### src/rtl/playfield_pkg.sv
// playfield_pkg: shared types and helpers for the playfield renderer.
//   shape_t     - piece shape encoding (bar, square, T, L)
//   state_t     - lock / row-clear FSM states
//   offs_t      - signed cell offset from the piece anchor
//   footprint() - (shape, rot, idx) -> offset of footprint cell idx (0..3)
//   palette()   - palette index -> 12-bit RGB
package playfield_pkg;

   typedef enum logic [1:0] {SH_BAR, SH_SQUARE, SH_T, SH_L} shape_t;
   typedef enum logic [2:0] {ST_IDLE, ST_LOCK, ST_SCAN, ST_SHIFT, ST_DONE} state_t;

   typedef struct packed {
      logic signed [2:0] dx;
      logic signed [2:0] dy;
   } offs_t;

   localparam logic [11:0] EMPTY_RGB   = 12'h222;
   localparam logic [11:0] OUTSIDE_RGB = 12'h000;

   function automatic offs_t footprint(input shape_t shape, input logic [1:0] rot,
                                       input logic [1:0] idx);
      offs_t             o;
      logic signed [2:0] arm;
      arm  = $signed({1'b0, idx}) - 3'sd1;   // -1, 0, 1, 2 along the long axis
      o.dx = '0;
      o.dy = '0;
      case (shape)
         SH_BAR: if (rot[0]) o.dy = arm; else o.dx = arm;
         SH_SQUARE: begin
            o.dx = {2'b00, idx[0]};
            o.dy = {2'b00, idx[1]};
         end
         default: begin
            // T and L share a three-cell arm through the anchor; cell 3 is the nub
            if (idx != 2'd3) begin
               if (rot[0]) o.dy = arm; else o.dx = arm;
            end else if (shape == SH_T) begin
               case (rot)
                  2'd0:    o.dy = 3'sd1;
                  2'd1:    o.dx = -3'sd1;
                  2'd2:    o.dy = -3'sd1;
                  default: o.dx = 3'sd1;
               endcase
            end else begin
               o.dx = (rot == 2'd0 || rot == 2'd3) ? 3'sd1 : -3'sd1;
               o.dy = rot[1] ? -3'sd1 : 3'sd1;
            end
         end
      endcase
      return o;
   endfunction

   function automatic logic [11:0] palette(input logic [2:0] idx);
      case (idx)
         3'd1:    return 12'hF00;
         3'd2:    return 12'h0F0;
         3'd3:    return 12'h00F;
         3'd4:    return 12'hFF0;
         3'd5:    return 12'h0FF;
         3'd6:    return 12'hF0F;
         3'd7:    return 12'hFFF;
         default: return 12'h000;
      endcase
   endfunction

endpackage

### src/rtl/piece_footprint.sv
// piece_footprint: combinational hit test of one grid cell against a piece.
//   anchor_x/anchor_y - piece anchor cell
//   shape/rot         - piece shape and rotation
//   cell_x/cell_y     - cell under test
//   hit               - cell is one of the four footprint cells
// Off-grid footprint cells can never equal an in-grid cell, so they drop out.
module piece_footprint
   import playfield_pkg::*;
#(
   parameter int XW = 4,
   parameter int YW = 5
) (
   input  logic [XW-1:0] anchor_x,
   input  logic [YW-1:0] anchor_y,
   input  shape_t        shape,
   input  logic [1:0]    rot,
   input  logic [XW-1:0] cell_x,
   input  logic [YW-1:0] cell_y,
   output logic          hit
);

   offs_t o;

   always_comb begin
      hit = 1'b0;
      o   = '0;
      for (int i = 0; i < 4; i++) begin
         o = footprint(shape, rot, 2'(i));
         if ((int'(anchor_x) + int'(o.dx) == int'(cell_x)) &&
             (int'(anchor_y) + int'(o.dy) == int'(cell_y)))
            hit = 1'b1;
      end
   end

endmodule

### src/rtl/playfield_renderer.sv
// playfield_renderer: settled-cell playfield with lock / row-clear FSM and a
// 2-stage pixel renderer.
//   Clk, Reset_n         - clock, async active-low reset
//   DrawX, DrawY         - current VGA pixel
//   piece_*              - live falling piece (anchor, shape, rotation, colour)
//   lock_req, clear_grid - commit piece to grid / wipe grid
//   lock_ack, busy       - lock+clear complete pulse / FSM not idle
//   lock_overrun         - sticky: lock_req arrived while busy
//   lines_cleared        - wrapping count of cleared rows
//   Red, Green, Blue     - registered pixel colour, 2 Clk after DrawX/DrawY
module playfield_renderer
   import playfield_pkg::*;
#(
   parameter int GRID_W   = 10,
   parameter int GRID_H   = 20,
   parameter int CELL_PX  = 16,
   parameter int ORIGIN_X = 240,
   parameter int ORIGIN_Y = 80,
   parameter int COLOR_W  = 3
) (
   input  logic                       Clk,
   input  logic                       Reset_n,
   input  logic [9:0]                 DrawX,
   input  logic [9:0]                 DrawY,
   input  logic [$clog2(GRID_W)-1:0]  piece_x,
   input  logic [$clog2(GRID_H)-1:0]  piece_y,
   input  logic [1:0]                 piece_shape,
   input  logic [1:0]                 piece_rot,
   input  logic [COLOR_W-1:0]         piece_color,
   input  logic                       lock_req,
   input  logic                       clear_grid,
   output logic                       lock_ack,
   output logic                       busy,
   output logic                       lock_overrun,
   output logic [15:0]                lines_cleared,
   output logic [3:0]                 Red,
   output logic [3:0]                 Green,
   output logic [3:0]                 Blue
);

   localparam int XW  = $clog2(GRID_W);
   localparam int YW  = $clog2(GRID_H);
   localparam int CSH = $clog2(CELL_PX);
   localparam logic [10:0] X_LO = 11'(ORIGIN_X);
   localparam logic [10:0] X_HI = 11'(ORIGIN_X + GRID_W * CELL_PX);
   localparam logic [10:0] Y_LO = 11'(ORIGIN_Y);
   localparam logic [10:0] Y_HI = 11'(ORIGIN_Y + GRID_H * CELL_PX);

   typedef struct packed {
      shape_t             shape;
      logic [1:0]         rot;
      logic [XW-1:0]      x;
      logic [YW-1:0]      y;
      logic [COLOR_W-1:0] color;
   } piece_t;

   logic [GRID_H-1:0][GRID_W-1:0][COLOR_W-1:0] grid;
   state_t        state;
   piece_t        lk;
   logic [1:0]    lk_idx;
   logic [YW-1:0] row;

   assign busy = (state != ST_IDLE);

   // ---------------- render pipeline ----------------
   logic          in_field_d, in_field_q;
   logic [9:0]    rel_x, rel_y;
   logic [XW-1:0] cx_q;
   logic [YW-1:0] cy_q;
   logic          piece_hit;
   logic [COLOR_W-1:0] cell_val;
   logic [11:0]   rgb_d;

   assign rel_x      = DrawX - 10'(ORIGIN_X);
   assign rel_y      = DrawY - 10'(ORIGIN_Y);
   assign in_field_d = ({1'b0, DrawX} >= X_LO) && ({1'b0, DrawX} < X_HI) &&
                       ({1'b0, DrawY} >= Y_LO) && ({1'b0, DrawY} < Y_HI);

   always_ff @(posedge Clk or negedge Reset_n) begin
      if (!Reset_n) begin
         in_field_q <= 1'b0;
         cx_q       <= '0;
         cy_q       <= '0;
      end else begin
         in_field_q <= in_field_d;
         cx_q       <= XW'(rel_x >> CSH);
         cy_q       <= YW'(rel_y >> CSH);
      end
   end

   piece_footprint #(.XW(XW), .YW(YW)) u_live_fp (
      .anchor_x (piece_x),
      .anchor_y (piece_y),
      .shape    (shape_t'(piece_shape)),
      .rot      (piece_rot),
      .cell_x   (cx_q),
      .cell_y   (cy_q),
      .hit      (piece_hit)
   );

   always_comb begin
      cell_val = grid[cy_q][cx_q];
      rgb_d    = OUTSIDE_RGB;
      if (in_field_q) begin
         // the live piece is only meaningful while no lock is in progress
         if (state == ST_IDLE && piece_color != '0 && piece_hit)
            rgb_d = palette(3'(piece_color));
         else if (cell_val != '0)
            rgb_d = palette(3'(cell_val));
         else
            rgb_d = EMPTY_RGB;
      end
   end

   always_ff @(posedge Clk or negedge Reset_n) begin
      if (!Reset_n) {Red, Green, Blue} <= '0;
      else          {Red, Green, Blue} <= rgb_d;
   end

   // ---------------- lock / row-clear FSM ----------------
   offs_t         lk_off;
   int            lk_xi, lk_yi;
   logic          lk_ok;
   logic          row_full;

   always_comb begin
      lk_off = footprint(lk.shape, lk.rot, lk_idx);
      lk_xi  = int'(lk.x) + int'(lk_off.dx);
      lk_yi  = int'(lk.y) + int'(lk_off.dy);
      lk_ok  = (lk_xi >= 0) && (lk_xi < GRID_W) && (lk_yi >= 0) && (lk_yi < GRID_H);
   end

   always_comb begin
      row_full = 1'b1;
      for (int c = 0; c < GRID_W; c++)
         if (grid[row][c] == '0) row_full = 1'b0;
   end

   always_ff @(posedge Clk or negedge Reset_n) begin
      if (!Reset_n) begin
         state         <= ST_IDLE;
         grid          <= '0;
         lk            <= '0;
         lk_idx        <= '0;
         row           <= '0;
         lock_ack      <= 1'b0;
         lock_overrun  <= 1'b0;
         lines_cleared <= '0;
      end else begin
         lock_ack <= 1'b0;
         if (clear_grid) begin
            grid  <= '0;
            state <= ST_IDLE;
         end else begin
            if (lock_req && state != ST_IDLE) lock_overrun <= 1'b1;
            case (state)
               ST_IDLE: if (lock_req) begin
                  lk     <= '{shape: shape_t'(piece_shape), rot: piece_rot,
                              x: piece_x, y: piece_y, color: piece_color};
                  lk_idx <= '0;
                  state  <= ST_LOCK;
               end
               ST_LOCK: begin
                  if (lk_ok) grid[YW'(lk_yi)][XW'(lk_xi)] <= lk.color;
                  lk_idx <= lk_idx + 2'd1;
                  if (lk_idx == 2'd3) begin
                     row   <= YW'(GRID_H - 1);
                     state <= ST_SCAN;
                  end
               end
               ST_SCAN: begin
                  if (row_full) state <= ST_SHIFT;
                  else if (row == '0) begin
                     lock_ack <= 1'b1;
                     state    <= ST_DONE;
                  end else row <= row - 1'b1;
               end
               ST_SHIFT: begin
                  // rescan the same row: it now holds what used to sit above it
                  for (int r = GRID_H - 1; r > 0; r--)
                     if (r <= int'(row)) grid[r] <= grid[r-1];
                  grid[0]       <= '0;
                  lines_cleared <= lines_cleared + 16'd1;
                  state         <= ST_SCAN;
               end
               ST_DONE: state <= ST_IDLE;
               default: state <= ST_IDLE;
            endcase
         end
      end
   end

endmodule
### config.mk
export PLATFORM = sky130hd
export DESIGN_NAME = playfield_renderer
export DESIGN_NICKNAME = d
export VERILOG_FILES = /design/src/rtl/playfield_pkg.sv /design/src/rtl/piece_footprint.sv /design/src/rtl/playfield_renderer.sv
export SDC_FILE = /design/constraint.sdc
export NUM_CORES = 2
export LEC_CHECK = 0
export BUFFER_PORTS_ARGS = -buffer_cell sky130_fd_sc_hd__buf_2
export CORE_MARGIN = 2
export CORE_UTILIZATION = 30
export DETAILED_ROUTE_END_ITERATION = 10
export GPL_TIMING_DRIVEN = 1
export RECOVER_POWER = 25
export SLEW_MARGIN = 10
export SYNTH_ARGS = -nofsm -noshare
export SYNTH_HDL_FRONTEND = slang
export SYNTH_SLANG_ARGS = --single-unit
### constraint.sdc
create_clock -name Clk -period 4.03 [get_ports Clk]
set_input_delay 0.2015 -clock Clk [delete_from_list [all_inputs] [get_ports Clk]]
set_output_delay 0.2015 -clock Clk [all_outputs]
set_load 0.02 [all_outputs]
==> flow_summary.toml <==
[routing]
drc_errors = 0
drt-met1-wl_mm = 65.2
drt_pass1_iterations = 7
routedWlPerCell_um = 24.7
dr.max_layer_used = "met4"
drt_iter0_drc = 4492
routed-wl-met2_mm = 69.0
avgViaCountPerCell = 5.81
route.met3.wl_mm = 14.9
dr_total_vias = 37100
ant_nets = 0
drt-total-wl_mm = 157

[sta]
worst_pin_slew_ps = 2720
hold_viol_final = 0
setup_viol = 0
report.final.slew_viol_count = 86
fin_crit_ps = 4000
rsz0062_at_grt = "yes"
fin_skew_ps = 34.9
period_share_pct = 99.2
relSlewSlack_pct = -81.1
clock.fmax_mhz = 250

[yosys]
yosysWarnings = 0
syn_area_sq_um = 40600
synth-seq-cells = 660
avgSynthCellArea_sq_um = 9.48
synth_top_area_share_pct = 40.7
ys_types = 93
yosysSeqAreaShare_pct = 40.7
yosys.area.top_type = "dfrtp_1"
async_flop_share_pct = 100
syn_inst = 4278
synth_edf_count = 0
synth_nets = 4383
yosys-top-cells-area = "dfrtp_1 (41%), mux2_2 (9.8%), nand2_1 (8.8%), mux4_2 (7.8%), o21ai_0 (6.0%)"
synth_flop_cell = "dfrtp_1"

[floorplanning]
die_area_sq_um = 138000
ios = 71
num_rows = 134
initial_core_util_pct = 30.3
coreArea_sq_um = 134000
fp.dieW_um = 372
die_h_um = 372

[outcome]
status = "finished, violations left"
violations = "capacitance limit, slew limit"

[critical_path]
cp-start-kind = "flip-flop"
worst-setup-path-type = "flip-flop to flip-flop"
cp_data_required_time_ps = 4560
critPathMaxFanout = 8
arrival_ps = 4520
end_kind = "flip-flop"

[global_route]
grt_start_max_net_pins = 240
grt_pass1_vias = 36400
antenna_found_initial = 1
track_usage_pct = 22.2
grt_pass1_wl_mm = 235
grt_overflow = 0

[final_layout]
area_growth_pct = 21.7
fin_nets = 4660
layout-drive-gt1-share_pct = 27.8
fillerInstances = 13300
layout.cells.non_filler = 6383

[clocking]
clockBufferDepth = 3
h-tree-depth = 3
clk_pin_slew_ps = 60
cts_buffers = 77
cts.sinks = 660
cts_tree = "done"
cts_root_buffer = "clkbuf_16"
clkLatencyLatePin_ps = 660

[place]
place_inst = 6190
portBuffers = 66
gp_congestion = 1.02
dpl.hpwl_mm = 111

[min_path]
hp-class = "input port to flip-flop"

[power_and_ir_drop]
cellPowerDensity_nw_per_um2 = 430
leakagePower_nw = 21.1
total_power_mw = 21.2
peakVddDrop_mv = 0.292

[flow_run]
maxCapViolCount = 1
-- path summary, 6_finish.rpt --
check | start | to | slack, ps | cells past startpoint
min in group asynchronous | Reset_n | lines_cleared[5] | 950 | 2
setup reg to reg | lk[12] | grid[51] | 30 | 18
max in group asynchronous | Reset_n | grid[481] | 610 | 3
hold reg to reg | lines_cleared[15] | lines_cleared[15] | 470 | 1
setup / recovery | lk[12] | grid[51] | 30 | 18
hold / removal | piece_rot[0] | lk[12] | 60 | 3
-- registers in the layout, summed over array words and instances, names as in the netlist, 3 cells and up --
register / cells
grid: 600
cx_q: 4
lk: 16
state: 3
cy_q: 5
lines_cleared: 16
row: 5
-- cells by family after synthesis --
logic type	count (synthesis)	share of synthesized area, %
compound gates	963	14.4
xor+xnor	72	1.55
fa+ha+maj	67	2.16
buf+inv	365	3.98
flops	660	40.7
mux	569	19.4
simple gates	1582	17.7
-- Yosys cell counts (all sizes together) (26+ instances only) --
cell type,n
nand3,113
mux2,355
clkbuf,217
o31ai,50
nand2,948
a21oi,124
mux2i,74
dfrtp,660
nor3,130
mux4,140
nor4b,31
nor4,117
nor2,89
xnor2,52
buf,93
o21ai,522
inv,54
a22o,33
nor2b,26
a211oi,31
ha,59
-- layout by cell type, fill, tap and decap left out, types with 50 or more instances in the layout --
cell         n
a21oi_1    111
buf_2       63
buf_4      345
clkbuf_16   84
dfrtp_1    651
ha_1        50
inv_1       50
mux2_2     323
mux2i_1     73
mux4_2     140
nand2_1    934
nand3_1    109
nor2_1      83
nor3_1     124
nor4_1     112
o21ai_0    443
xnor2_1     52
-- critical path, stage by stage, from the launching register on --
cell	delay (ps)
dfrtp_1	390
inv_2	80
ha_2	160
mux2i_1	70
a21boi_2	190
o21ai_2	110
buf_4	140
o21ai_4	160
ha_4	220
nor2b_4	120
o21a_4	220
or3_4	370
and2_4	170
o221a_4	280
nand2_8	100
buf_12	170
a21o_2	360
a21o_1	200
mux2_2	360
-- routing by layer --
layer / GRT usage (%) / vias up
met3: 4.42 / 407
met4: 10.8 / 0
met2: 33.5 / 2000
met1: 30.4 / 18500
li1: - / 16200
met5: 0 / -
-- what timing repair did --
item / 4_1_cts / 5_1_grt
endpoints found under the hold margin: 105 / 0
resized for setup: 54 / 212
setup buffers: 3 / 19
gates cloned: 0 / 4
endpoints found under the setup margin: 340 / 385
hold buffers: 31 / 0
pin swaps: 4 / 42
-- per-stage QoR --
stage | TNS (ps) | hold WS [ps] | area [sq um] | setup WS [ps] | utilization (%)
final | 0 | 59.9 | 49400 | 33.0 | 36.9
after global routing | -8390 | 108 | 49400 | -103 | 36.9
after floorplan | 0 | -94.1 | 40600 | 9.41 | -
after detailed placement | -32100 | 322 | 45300 | -221 | 33.9
after global placement | -26780 | 321 | 45300 | -163 | 33.9
after CTS | -6.24 | 50.4 | 48400 | -4.83 | 36.2
-- final cells by class --
cell class              instances  area (sq um)  share of cell area, %
clock inverters                25           238                  0.481
repair buffers                508          4380                   8.86
well taps                    1768          2210                   4.48
flip-flops and latches        660         16500                   33.5
multi-input cells            3253         23500                   47.6
inverters                      55           206                  0.418
diodes                          1          2.50                0.00507
clock buffers                 113          2300                   4.65
-- report_power, final --
part	total (mW)	switching (mW)	internal [mW]
Sequential	7.04	0.282	6.76
Combinational	7.05	4.53	2.52
Clock	7.13	2.99	4.15
Total	21.2	7.80	13.4
Note: power is estimated with default switching activity, not from simulation.
